File: config.mk
export PLATFORM = sky130hd
export DESIGN_NAME = braille_cell_serializer
export DESIGN_NICKNAME = d
export VERILOG_FILES = /design/src/rtl/braille_cell_serializer.sv
export SDC_FILE = /design/constraint.sdc
export NUM_CORES = 1
export LEC_CHECK = 0
export BUFFER_PORTS_ARGS = -buffer_cell sky130_fd_sc_hd__buf_2
export CORE_MARGIN = 5
export CORE_UTILIZATION = 40
export DETAILED_ROUTE_END_ITERATION = 6
export PLACE_DENSITY = 0.59
export SETUP_SLACK_MARGIN = 0.1
export SYNTH_ARGS = -nofsm -noshare
export SYNTH_HDL_FRONTEND = slang
export SYNTH_SLANG_ARGS = --single-unit
export TNS_END_PERCENT = 5
File: constraint.sdc
create_clock -name CLK -period 4.15 [get_ports CLK]
set_input_delay 0.2075 -clock CLK [delete_from_list [all_inputs] [get_ports CLK]]
set_output_delay 0.2075 -clock CLK [all_outputs]
set_load 0.005 [all_outputs]
File: src/rtl/braille_cell_serializer.sv
// ---------------------------------------------------------------------------
// braille_cell_serializer
//
// Purpose:
//   Accepts 6-dot braille cells through a valid/ready handshake into a small
//   FIFO. Each cell is sent out as a serial dot stream, dot1 first and dot6
//   last, one dot per clock. Cells that are already queued follow each other
//   with no idle clock between them, so every cell takes exactly 6 clocks.
//
// Ports:
//   CLK         in   system clock; all state changes on its rising edge
//   R           in   asynchronous active-low reset
//   CELL[5:0]   in   braille cell, CELL[0] = dot1 ... CELL[5] = dot6
//   CELL_VALID  in   CELL is valid this cycle
//   CELL_READY  out  a cell can be accepted this cycle (FIFO not full)
//   SO          out  serial dot stream (registered)
//   FRAME       out  high while SO carries dot1 of a cell (registered)
//   BUSY        out  high while SO carries any dot of a cell (registered)
//   LEVEL[4:0]  out  FIFO occupancy, 0..DEPTH
//
// Parameters:
//   DEPTH       number of FIFO entries; power of two, 2..16
// ---------------------------------------------------------------------------
module braille_cell_serializer #(
    parameter int DEPTH = 4
) (
    input  logic       CLK,
    input  logic       R,
    input  logic [5:0] CELL,
    input  logic       CELL_VALID,
    output logic       CELL_READY,
    output logic       SO,
    output logic       FRAME,
    output logic       BUSY,
    output logic [4:0] LEVEL
);

    localparam int         PTR_W   = (DEPTH > 1) ? $clog2(DEPTH) : 1;
    localparam logic [4:0] DEPTH_L = 5'(DEPTH);
    localparam logic [2:0] LAST_DC = 3'd5;

    typedef enum logic {
        IDLE  = 1'b0,
        SHIFT = 1'b1
    } state_t;

    // FIFO storage. It is not reset because the pointers and the level
    // decide which entries hold real cells.
    logic [5:0]       mem [DEPTH];
    logic [PTR_W-1:0] head_reg;
    logic [PTR_W-1:0] tail_reg;
    logic [4:0]       level_reg;

    // Serializer state
    state_t     state_reg;
    logic [2:0] dc_reg;
    logic [5:0] shift_reg;
    logic       so_reg;
    logic       frame_reg;
    logic       busy_reg;

    logic       push;
    logic       pop;
    logic [5:0] head_cell;

    // Ready depends only on registered occupancy. A pop in the same cycle
    // does not make room early, which keeps the handshake free of
    // combinational loops.
    assign CELL_READY = (level_reg != DEPTH_L);

    assign push = CELL_VALID && CELL_READY;

    // A pop uses the occupancy from before this edge. A cell pushed on an
    // edge is therefore never popped on that same edge. A pop happens when
    // the serializer is idle, or when it is on the last dot of a cell, so
    // that the next cell follows with no gap.
    assign pop = (level_reg != 5'd0) &&
                 ((state_reg == IDLE) || (dc_reg == LAST_DC));

    assign head_cell = mem[head_reg];

    // Storage write port
    always_ff @(posedge CLK) begin
        if (push) begin
            mem[tail_reg] <= CELL;
        end
    end

    // Pointers, occupancy and the serializer FSM
    always_ff @(posedge CLK or negedge R) begin
        if (!R) begin
            head_reg  <= '0;
            tail_reg  <= '0;
            level_reg <= 5'd0;
            state_reg <= IDLE;
            dc_reg    <= 3'd0;
            shift_reg <= 6'd0;
            so_reg    <= 1'b0;
            frame_reg <= 1'b0;
            busy_reg  <= 1'b0;
        end else begin
            if (push) begin
                tail_reg <= tail_reg + PTR_W'(1);
            end
            if (pop) begin
                head_reg <= head_reg + PTR_W'(1);
            end

            // A push and a pop on the same edge leave the level unchanged
            case ({push, pop})
                2'b10:   level_reg <= level_reg + 5'd1;
                2'b01:   level_reg <= level_reg - 5'd1;
                default: level_reg <= level_reg;
            endcase

            case (state_reg)
                IDLE: begin
                    if (pop) begin
                        state_reg <= SHIFT;
                        dc_reg    <= 3'd0;
                        shift_reg <= head_cell;
                        so_reg    <= head_cell[0];
                        frame_reg <= 1'b1;
                        busy_reg  <= 1'b1;
                    end else begin
                        so_reg    <= 1'b0;
                        frame_reg <= 1'b0;
                        busy_reg  <= 1'b0;
                    end
                end

                SHIFT: begin
                    if (dc_reg != LAST_DC) begin
                        // SO always shows bit 0 of shift_reg, so shifting
                        // right brings the next dot into place.
                        dc_reg    <= dc_reg + 3'd1;
                        shift_reg <= {1'b0, shift_reg[5:1]};
                        so_reg    <= shift_reg[1];
                        frame_reg <= 1'b0;
                        busy_reg  <= 1'b1;
                    end else if (pop) begin
                        // Load the next cell straight after dot6
                        dc_reg    <= 3'd0;
                        shift_reg <= head_cell;
                        so_reg    <= head_cell[0];
                        frame_reg <= 1'b1;
                        busy_reg  <= 1'b1;
                    end else begin
                        state_reg <= IDLE;
                        dc_reg    <= 3'd0;
                        so_reg    <= 1'b0;
                        frame_reg <= 1'b0;
                        busy_reg  <= 1'b0;
                    end
                end

                default: begin
                    state_reg <= IDLE;
                    dc_reg    <= 3'd0;
                    so_reg    <= 1'b0;
                    frame_reg <= 1'b0;
                    busy_reg  <= 1'b0;
                end
            endcase
        end
    end

    assign SO    = so_reg;
    assign FRAME = frame_reg;
    assign BUSY  = busy_reg;
    assign LEVEL = level_reg;

endmodule

# [Word level (Yosys, flattened, before mapping)]
# Memory sizes are Yosys's and may differ from the RTL's.
# Index checks and enable logic that the tools add are counted.
[op_classes] addsub=5 n_eq_ne=6 muxes=17 n_bitwise=1 n_reduce_logical=5
[op_table] operator="6-bit 2-to-1 mux" count=2
[op_table] operator="6-bit one-hot mux with 2 select lines" count=1
[op_table] operator="5-bit one-hot mux with 2 select lines" count=1
[op_table] operator="1-bit 2-to-1 mux" count=7
[op_table] operator="3-bit 2-to-1 mux" count=2
[op_table] operator="1-bit one-hot mux with 2 select lines" count=3
[op_table] operator="3-bit one-hot mux with 2 select lines" count=1
[op_table] operator="5-bit by 1-bit adder with 5-bit output, second input constant" count=1
[op_table] operator="5-bit by 3-bit != test with 1-bit output, second input constant" count=1
[op_table] operator="5-bit nonzero test" count=1
[op_table] operator="5-bit by 1-bit subtractor with 5-bit output, second input constant" count=1
[op_table] operator="2-bit by 1-bit adder with 2-bit output, second input constant" count=2
[op_table] operator="3-bit by 1-bit adder with 3-bit output, second input constant" count=1
[op_table] operator="3-bit == test, second input constant" count=1
[op_table] operator="3-bit != test, second input constant" count=1
[op_table] operator="2-bit by 1-bit == test with 1-bit output, second input constant" count=1
[op_table] operator="2-bit == test, second input constant" count=1
[op_table] operator="1-bit logical AND" count=2
[op_table] operator="2-bit != test, second input constant" count=1
[op_table] operator="2-bit nonzero test" count=1
[op_table] operator="1-bit logical OR" count=1
[op_table] operator="1-bit inverter" count=1
[word_totals] register_bits=21 ram_bits=24 input_bits=9 out_inout_bits=9 wordCells=43 mem_count=1
[mem_list] memory="mem" words=4 width=6 rd=1 rd_clocked_by_memory_dff=0 wr=1 line_no="49" rtl="logic [5:0] mem [DEPTH];"

# [Logic depth before layout (Yosys ltp)]
# Gate-level depths: netlist of the first run.
[depth] depth_word=6 mapped_depth=13 mapped_depth_nobuf=11

# [Worst setup path before layout of the first run]
# OpenSTA, ideal clock, no wires.
[synth_timing] path_kind="reg2reg" start="register level_reg[1], in the netlist LEVEL[1]" end="register level_reg[2], in the netlist LEVEL[2]" setup_time_ns=0.126 arrival_ns=2.396 required_ns=4.024 path_slack_ns=1.628 path_stages_with_launch=13 n_path_buf=2 period_less_slack_ns=2.522 path_cell_list="dfrtp_1 buf_6 or3_4 nor3_4 nor2_2 ha_1 buf_2 xor2_1 ha_1 a21oi_1 xor2_1 nor2_1 xor2_1"
[synth_via] elab_chain_cells=4 word_cells_on_any_way=10 classes_between="add/sub: 2; eq/ne: 3; mux: 1; reduce/logical: 4"
[synth_lines] element="start, declared" line_no="52" rtl="logic [4:0] level_reg;"
[synth_lines] element="start signal, assigned" line_no="111" rtl="2'b10: level_reg <= level_reg + 5'd1;"
[synth_lines] element="start signal, assigned" line_no="112" rtl="2'b01: level_reg <= level_reg - 5'd1;"
[synth_lines] element="start signal, assigned" line_no="113" rtl="default: level_reg <= level_reg;"
[synth_lines] element="5-bit nonzero test *" line_no="77" rtl="assign pop = (level_reg != 5'd0) &&"
[synth_lines] element="1-bit logical AND *" line_no="77"
[synth_lines] element="named net pop" line_no="63" rtl="logic pop;"
[synth_lines] element="2-bit by 1-bit == test with 1-bit output or 2-bit == test (tied branches)" line_no="110" rtl="case ({push, pop})"
[synth_lines] element="5-bit one-hot mux with 2 select lines or 2-bit nonzero test (tied branches)"
# The timed path passes the listed nets; every way through them passes the cells marked *.
# A chain may end at the register's enable or synchronous reset.

# [Final worst setup path of the first run]
[layout_timing] start="register level_reg[1], in the netlist LEVEL[1]" end="register level_reg[4], in the netlist LEVEL[4]"
# Same word-level chain as after synthesis.

==> results.md, run 1 <==
- Skew final: 0.00481 ns
- Combinational group share of total power: 0.309
- CTS tree: built
- Vias: 1135
- P&R area growth vs syn: 12.3%
- Initial DRC count: 31
- Critical Path RT: 4.33 ns
- Post-Syn Nets: 154
- Average cell area after synthesis: 14.0 µm²
- Tmin final: 2.73 ns
- Starting density of the core: 0.410
- Clk sink count: 44
- Register share of total power: 0.502
- Synth top area share: 0.372
- Max cap viols: 0
- Fillcell total: 438
- WL per Instance: 14.1 µm
- Clock share of power: 0.188
- CTS H-tree depth: 2
- IO Port Bufs: 17
- Cell Int Power: 0.958 mW
- Synthesized flop and latch total: 44
- Commonest non-fill, non-tap cells in the layout: 24 x edfxtp_1, 20 x dfrtp_1, 17 x buf_2, 15 x a21oi_1, 12 x nand2_1
- Max VDD drop: 0.287 mV
- Diode count: 0
- Crit-path cells: or3_4, nor3_4, nor2_2, ha_1, xor2_1, ha_1, a21oi_1, nor4b_1, a21oi_1, xnor2_1
- Worst path slowest cell: dfrtp_1
- Final Instance Area: 2180 µm²
- Net Switching: 0.514 mW
- Initial antenna violation count: 0
- Final Setup Violations: 0
- Post-Place Cell Area: 2070 µm²
- Power density cells: 676 nW/µm²
- Pin count of the biggest net entering global routing: 21
- Total core area: 4720 µm²
- Crit-path max cell delay: 0.50 ns
- Final hold vios: 0
- Die H: 79.6 µm
- Worst setup SP type: register
- Met3 WL: 136 µm
- Top-Level Pins: 18
- Uppermost layer routed: met4
- ANT nets after route: 0
- Biggest area consumer among synthesized cells: edfxtp_1
- CP Max Fanout: 10
- Hold Crit Class: in2reg
- FP Rows: 25
- Gpl congestion: 0.718
- DRC viols: 0
- Grt ovf: 0
- Die area: 6340 µm²
- Final net count: 173
- CTS Buffer Depth: 2
- Leading cell type in the layout, fill and taps excluded: edfxtp_1
- Clock transition at the registers of the reported paths: 0.09 ns
- Highest clock rate: 366 MHz
- Final Util: 0.461
- Cell leakage power: 0.874 nW
- CTS buffer count: 5
- Worst Setup Path Type: reg2reg
- Via-to-Cell Ratio: 5.04
- Relative slew slack: 0.578
- Post-route setup slack: 1.42 ns
- Synth top area cells: edfxtp_1 37%, dfrtp_1 26%, mux4_2 7.0%, ha_1 4.5%, a21oi_1 3.9%
- Outcome: completed
- RSZ-0062 raised after global routing: no
- Tot GR Track Use: 0.111
- First-pass GRT wire length: 5290 µm
- HPWL after detailed placement: 2300 µm
- Sw Share: 0.349
- Max FFs per register: 24
- Setup TNS: 0 ns
- Share of cells above drive strength 1: 0.234
- DR WL met2: 1590 µm
- Clock root buffer: clkbuf_8
- Sequential fraction of the synthesis area: 0.630
- Synthesized area: 1940 µm²
- Period utilization: 0.659
- Bufs and invs on worst path: 0
- Min Hold Slack: 0.117 ns
- M1 WL: 1440 µm
- Cells after Synth: 138
- Final wirelength: 3170 µm
- Critical Path End Type: register
- Worst-Skew Late Latency: 0.30 ns
- Top delay family on crit path: simple AND/OR/NAND/NOR gates
- Vias in the first global route: 1133
- Measured slew at the worst slew-check pin: 0.626 ns
- Fin. max-slew vios: 0
- Syn. warnings: 0
- Setup WS pre-CTS: 1.42 ns
- Netlist cell types: 33
- Crit path arrival time: 2.92 ns
- Pre-Repair DR Iteration Count: 4
- Die span in x: 79.6 µm
==> worst paths after layout <==
check | cells after the start | start | endpoint | slack, ns
min in group asynchronous | 2 | R | shift_reg[3]$_DFF_PN0_ | 0.38
max in group asynchronous | 2 | R | tail_reg[1]$_DFFE_PN0P_ | 3.47
min | 1 | CELL[2] | mem[3][2]$_DFFE_PP_ | 0.12
min reg2reg | 2 | shift_reg[5]$_DFF_PN0_ | shift_reg[5]$_DFF_PN0_ | 0.53
max | 10 | LEVEL[1]$_DFFE_PN0P_ | LEVEL[4]$_DFFE_PN0P_ | 1.42
max reg2reg | 10 | LEVEL[1]$_DFFE_PN0P_ | LEVEL[4]$_DFFE_PN0P_ | 1.42
==> cells in the mapped netlist <==
| master | instances |
|---|---|
| o21a_1 | 1 |
| buf_6 | 1 |
| xor2_1 | 5 |
| o31ai_1 | 1 |
| or4b_1 | 1 |
| a211o_1 | 1 |
| mux4_2 | 6 |
| nand3_1 | 1 |
| o21ai_0 | 3 |
| nand3b_1 | 3 |
| a21oi_1 | 15 |
| and3_1 | 4 |
| buf_1 | 1 |
| clkbuf_1 | 1 |
| edfxtp_1 | 24 |
| buf_2 | 3 |
| a22o_1 | 1 |
| inv_1 | 4 |
| a211oi_1 | 1 |
| ha_1 | 7 |
| dfrtp_1 | 20 |
| xnor2_1 | 4 |
| and2_1 | 1 |
| nor2_1 | 7 |
| or3_4 | 1 |
| nand2b_1 | 2 |
| nor3_2 | 1 |
| nor3_4 | 1 |
| nand2_1 | 12 |
| nor2_2 | 1 |
| mux2_2 | 2 |
| nor4b_1 | 1 |
| o41ai_1 | 1 |
==> metrics by stage <==
stage | power (mW) | cells
finish | 1.47 | 225
detailed placement | 1.22 | 216
global placement | 1.19 | 216
floorplan | 1.08 | 138
global route | 1.58 | 225
CTS | 1.49 | 225
==> routing by layer <==
metal / track usage / vias to the layer above
met5: 0 / -
met4: 0.0395 / 0
met3: 0.0429 / 2
met2: 0.184 / 17
met1: 0.132 / 577
li1: - / 539
==> timing repair <==
item	in CTS	in global routing
endpoints found under the hold margin	20	0
gates resized for setup	0	0
hold buffers	1	0
setup endpoints to repair	0	0
buffers inserted	0	0
==> power groups by stage <==
stage                     clock (mW)  combinational [mW]  sequential [mW]
after CTS                      0.287               0.466            0.742
after global routing           0.310               0.509            0.762
after detailed placement           0               0.465            0.750
after floorplan                    0               0.416            0.667
after global placement             0               0.445            0.743
final                          0.277               0.455            0.739
==> cell families (layout without fill, tap and decap cells) <==
| logic type | count (synthesis) | in the layout | share of synthesized area |
|---|---|---|---|
| XOR/XNOR | 9 | 9 | 0.0407 |
| AO/OA/AOI/OAI | 24 | 24 | 0.0717 |
| flip-flops | 44 | 44 | 0.630 |
| adder cells (fa/ha/maj) | 7 | 7 | 0.0452 |
| multiplexers | 8 | 8 | 0.0813 |
| buffers and inverters | 10 | 30 | 0.0252 |
| AND/OR/NAND/NOR | 36 | 36 | 0.106 |
==> cell type report <==
type | instances | area (µm²) | share of cell area
clock inverter | 3 | 25.0 | 0.0115
clock buffer | 5 | 68.8 | 0.0316
inverter | 4 | 15.0 | 0.00690
tap | 67 | 83.8 | 0.0385
sequential | 44 | 1220 | 0.561
timing repair buffer | 18 | 95.1 | 0.0437
multi-input combinational | 84 | 668 | 0.307
No activity file was read; power rests on OpenSTA's default activity.
==> run 2, diff against run 1 <==
Clock period 4.15 ns to 2.6 ns, I/O delays scaled along.
==> results.md, run 2 (synthesized netlist as in run 1, its figures left out) <==
- Outcome: completed
- Dpl cells: 222
- First-pass GRT wire length: 5700 µm
- Die area: 6340 µm²
- WL per Instance: 14.7 µm
- Crit-path max cell delay: 0.44 ns
- Commonest non-fill, non-tap cells in the layout: 24 x edfxtp_1, 20 x dfrtp_1, 17 x buf_2, 15 x a21oi_1, 12 x nand2_1
- Crit path arrival time: 2.47 ns
- Top Usage Layer GRT: met2
- P&R area growth vs syn: 15.6%
- DRC viols: 0
- Diode count: 0
- Worst Setup Path Type: reg2reg
- Total core area: 4720 µm²
- Starting density of the core: 0.410
- IO Port Bufs: 17
- Gpl congestion: 0.704
- Final net count: 179
- Vias: 1138
- Cell leakage power: 0.912 nW
- Max VDD drop: 0.390 mV
- Highest clock rate: 436 MHz
- GRT met2 Usage: 0.194
- Die H: 79.6 µm
- Fin. max-slew vios: 0
- Pwr Total: 2.48 mW
- Clk sink count: 44
- CTS tree: built
- Max FFs per register: 24
- Pre-Repair DR Iteration Count: 4
- Critical Path RT: 2.78 ns
- Final Setup Violations: 0
- CTS Buffer Depth: 2
- Non-Filler Instances: 231
- GR Util met1: 0.150
- Skew final: 0.00583 ns
- Final hold vios: 0
- Hold Crit Class: in2reg
- Leading cell type in the layout, fill and taps excluded: edfxtp_1
- Power density cells: 1110 nW/µm²
- HPWL after detailed placement: 2460 µm
- RSZ-0062 raised after global routing: no
- Measured slew at the worst slew-check pin: 0.676 ns
- Initial antenna violation count: 0
- Via-to-Cell Ratio: 4.93
- Clock transition at the registers of the reported paths: 0.08 ns
- CTS H-tree depth: 2
- Post-cts resize count: 0
- Top-Level Pins: 18
- Clock root buffer: clkbuf_8
- M3 GR Usage: 0.0418
- Tmin final: 2.29 ns
- Final wirelength: 3410 µm
- Setup Fix Bufs, Post-CTS: 0
- Setup TNS: 0 ns
- CTS buffer count: 5
- Worst path slowest cell: dfrtp_1
- Relative slew slack: 0.545
- Crit-path cells: or3_4, nor3_4, nor2_2, ha_1, xor2_1, ha_1, a21oi_1, nor4b_1, a21oi_1, xnor2_1
- Worst-Skew Late Latency: 0.29 ns
- Tot GR Track Use: 0.121
- FP Rows: 25
- Share of cells above drive strength 1: 0.262
- Period utilization: 0.883
- Fillcell total: 423
- CTS Hold Buffers Added: 1
- CP Max Fanout: 4
- Die span in x: 79.6 µm
- Initial DRC count: 56
- Pin count of the biggest net entering global routing: 21
- Critical Path End Type: register
- Max cap viols: 0
- Grt ovf: 0
- ANT nets after route: 0
- Vias in the first global route: 1166
- Worst setup SP type: register
-- run 2: cell count changes in the layout (fill, tap and decap cells not counted) --
| cell | before | now |
|---|---|---|
| buf_4 | 0 | 6 |
| inv_6 | 2 | 0 |
| clkinv_2 | 0 | 1 |
| bufinv_16 | 0 | 1 |
-- run 2: final cells by class --
type | instances | area (µm²) | area share
sequential | 44 | 1220 | 0.545
multi-input combinational | 84 | 668 | 0.298
timing repair buffer | 24 | 140 | 0.0626
tap | 67 | 83.8 | 0.0374
clock buffer | 5 | 68.8 | 0.0307
clock inverter | 3 | 42.5 | 0.0190
inverter | 4 | 15.0 | 0.00670
-- run 2: path summary, 6_finish.rpt --
kind / endpoint / cells past startpoint / start / slack [ns]
worst min register to register: SO$_DFF_PN0_ / 1 / shift_reg[1]$_DFF_PN0_ / 0.52
worst max register to register: LEVEL[4]$_DFFE_PN0P_ / 10 / LEVEL[4]$_DFFE_PN0P_ / 0.31
worst min-delay path: mem[0][2]$_DFFE_PP_ / 1 / CELL[2] / 0.05
worst max-delay path: LEVEL[4]$_DFFE_PN0P_ / 10 / LEVEL[4]$_DFFE_PN0P_ / 0.31
min in group asynchronous: head_reg[1]$_DFFE_PN0N_ / 2 / R / 0.32
max in group asynchronous: tail_reg[1]$_DFFE_PN0P_ / 2 / R / 1.96
-- run 2: power by group --
part | switching [mW] | total [mW] | internal (mW) | leakage (nW)
registers | 0.173 | 1.13 | 0.958 | 0.464
clock network | 0.226 | 0.510 | 0.284 | 0.0541
logic | 0.421 | 0.837 | 0.416 | 0.394
total | 0.820 | 2.48 | 1.66 | 0.912
-- run 2: routing by layer --
| layer | up-vias | routed length, µm |
|---|---|---|
| met5 | - | 0 |
| met4 | 0 | 33 |
| met3 | 2 | 142 |
| met2 | 21 | 1730 |
| met1 | 564 | 1500 |
| li1 | 551 | - |
-- run 2: critical path, delay by kind of cell (launching register included) --
family / cells / cell delay, ns
DFF: 1 / 0.44
AOI/OAI and AO/OA: 2 / 0.17
adders and majority gates: 2 / 0.43
xor gates and xnor gates: 2 / 0.26
and+or+nand+nor: 4 / 0.89
-- run 2: stage by stage --
step | instance area, µm² | utilization | hold WS [ns] | worst slack, ns
6_report | 2240 | 0.474 | 0.0469 | 0.305
4_1_cts | 2240 | 0.474 | 0.0345 | 0.271
5_1_grt | 2240 | 0.474 | 0.0294 | 0.104
3_5_place_dp | 2120 | 0.448 | 0.110 | 0.293
2_1_floorplan | 1940 | - | -0.166 | 0.0775
3_3_place_gp | 2120 | 0.448 | 0.103 | 0.353
==> run 3, diff against run 2 <==
Settings changed: BUFFER_PORTS_ARGS -buffer_cell sky130_fd_sc_hd__buf_2 to -buffer_cell sky130_fd_sc_hd__buf_4, GPL_TIMING_DRIVEN set to 0.
==> results.md, run 3 (synthesized netlist as in run 1, its figures left out) <==
- Critical Path RT: 2.78 ns
- Reg area: 1220 µm²
- Hold path depth: 1
- Leading cell type in the layout, fill and taps excluded: edfxtp_1
- Clock transition at the registers of the reported paths: 0.09 ns
- Worst hold start: CELL[3]
- Post-route setup slack: 0.253 ns
- DRC viols: 0
- Final hold vios: 0
- WL per Instance: 15.2 µm
- Clock share of power: 0.174
- Share of cells above drive strength 1: 0.337
- Setup TNS: 0 ns
- Grt ovf: 0
- CP Max Fanout: 6
- Tot GR Track Use: 0.129
- Diode count: 0
- Commonest non-fill, non-tap cells in the layout: 24 x edfxtp_1, 23 x buf_4, 20 x dfrtp_1, 12 x nand2_1, 12 x a21oi_1
- Top delay family on crit path: simple AND/OR/NAND/NOR gates
- RSZ-0062 raised after global routing: no
- Area taken by multi-input logic gates: 719 µm²
- Top-Level Pins: 18
- Period utilization: 0.903
- Initial DRC count: 64
- Pin count of the biggest net entering global routing: 21
- Register share of total power: 0.426
- Critical Path End Type: register
- P&R area growth vs syn: 21.0%
- Worst-Skew Late Latency: 0.29 ns
- Relative slew slack: 0.563
- CTS tree: built
- Die area: 6340 µm²
- Min Hold Slack: 0.0313 ns
- Via-to-Cell Ratio: 5.02
- RR Startpoint: LEVEL[1]$_DFFE_PN0P_
- Max FFs per register: 24
- Non-Filler Instances: 236
- Setup WS pre-CTS: -0.137 ns
- Post-Place Cell Area: 2150 µm²
- Measured slew at the worst slew-check pin: 0.649 ns
- Worst Hold End: mem[2][3]$_DFFE_PP_
- CTS H-tree depth: 2
- CTS buffer count: 5
- Bufs and invs on worst path: 2
- Vias in the first global route: 1261
- Max cap viols: 0
- Clock root buffer: clkbuf_8
- Hold Crit Class: in2reg
- Highest clock rate: 426 MHz
- Gpl congestion: 0.687
- Die H: 79.6 µm
- Worst setup SP type: register
- Power density cells: 1080 nW/µm²
- Fin. max-slew vios: 0
- Skew final: 0.00977 ns
- Starting density of the core: 0.410
- Final net count: 184
- Cell leakage power: 0.949 nW
- First-pass GRT wire length: 6100 µm
- Max VDD drop: 0.410 mV
- Net Switching: 0.861 mW
- Final Setup Violations: 0
- IO Port Bufs: 17
- Crit path arrival time: 2.53 ns
- Final Instance Area: 2340 µm²
- FF-to-FF End: LEVEL[4]$_DFFE_PN0P_
- CTS Buffer Depth: 2
- R2R depth: 10
- FP Rows: 25
- HPWL after detailed placement: 2440 µm
- Clk sink count: 44
- Cell Int Power: 1.67 mW
- Tmin final: 2.35 ns
- Crit-path cells: buf_6, or3_4, nor3_4, nor2_4, buf_4, ha_1, nand2b_1, a21oi_1, a21oi_1, xnor2_1
- Pre-Repair DR Iteration Count: 4
- CP most frequent cell: a21oi_1
- Reg2reg setup slack: 0.25 ns
- Sw Share: 0.340
- Final wirelength: 3580 µm
- Combinational group share of total power: 0.400
- Crit-path max cell delay: 0.39 ns
- Dpl cells: 222
- Outcome: completed
- Initial antenna violation count: 0
- Fillcell total: 423
- Total core area: 4720 µm²
- Worst Setup Path Type: reg2reg
- Vias: 1185
- Die span in x: 79.6 µm
- ANT nets after route: 0
- Worst path slowest cell: dfrtp_1
## run 3: final cells by class
| cell class | instances | area share |
|---|---|---|
| sequential | 44 | 0.521 |
| tap | 67 | 0.0358 |
| timing repair buffer | 24 | 0.0779 |
| inverter | 4 | 0.00640 |
| clock buffer | 6 | 0.0352 |
| multi-input combinational | 84 | 0.307 |
| buffer | 5 | 0.0128 |
| clock inverter | 2 | 0.00427 |
## run 3: worst max-delay path by stage
stage / start / depth (start not counted) / slack (ns) / endpoint
6_report: LEVEL[1]$_DFFE_PN0P_ / 10 / 0.25 / LEVEL[4]$_DFFE_PN0P_
5_1_grt: LEVEL[1]$_DFFE_PN0P_ / 10 / 0.11 / LEVEL[4]$_DFFE_PN0P_
4_1_cts: LEVEL[1]$_DFFE_PN0P_ / 12 / 0.08 / LEVEL[4]$_DFFE_PN0P_
3_5_place_dp: LEVEL[1]$_DFFE_PN0P_ / 12 / -0.14 / LEVEL[4]$_DFFE_PN0P_
3_3_place_gp: LEVEL[1]$_DFFE_PN0P_ / 12 / -0.1 / LEVEL[4]$_DFFE_PN0P_
2_1_floorplan: LEVEL[1]$_DFFE_PN0P_ / 12 / 0.08 / LEVEL[2]$_DFFE_PN0P_
## run 3: routing by layer
metal	track usage	wire length (µm)
met5	0	0
met2	0.225	1820
met3	0.0418	160
met4	0.0430	51
met1	0.149	1550
## run 3: through the flow
stage,total power [mW],util
after CTS,2.54,0.492
after global routing,2.72,0.496
final,2.53,0.496
after detailed placement,2.02,0.455
after floorplan,1.73,-
after global placement,1.97,0.455
## run 3: timing repair
item / CTS / global route
cloned: 0 / 0
buffers inserted: 6 / 0
pin swaps: 8 / 8
resized for setup: 7 / 9
hold buffers: 1 / 0
hold endpoints to repair: 20 / 0
endpoints found under the setup margin: 3 / 3
## run 3: power groups by stage
stage / Combinational, mW / Clock, mW / Sequential, mW
floorplan: 0.664 / 0 / 1.07
global placement: 0.898 / 0 / 1.07
detailed placement: 0.926 / 0 / 1.09
CTS: 1.00 / 0.460 / 1.08
global route: 1.13 / 0.485 / 1.10
finish: 1.01 / 0.439 / 1.08
## run 3: worst register-to-register path, cell delays in order, from the launching register on
cell	delay, ns
dfrtp_1	0.39
buf_6	0.13
or3_4	0.37
nor3_4	0.20
nor2_4	0.08
buf_4	0.15
ha_1	0.38
nand2b_1	0.18
a21oi_1	0.12
a21oi_1	0.10
xnor2_1	0.13
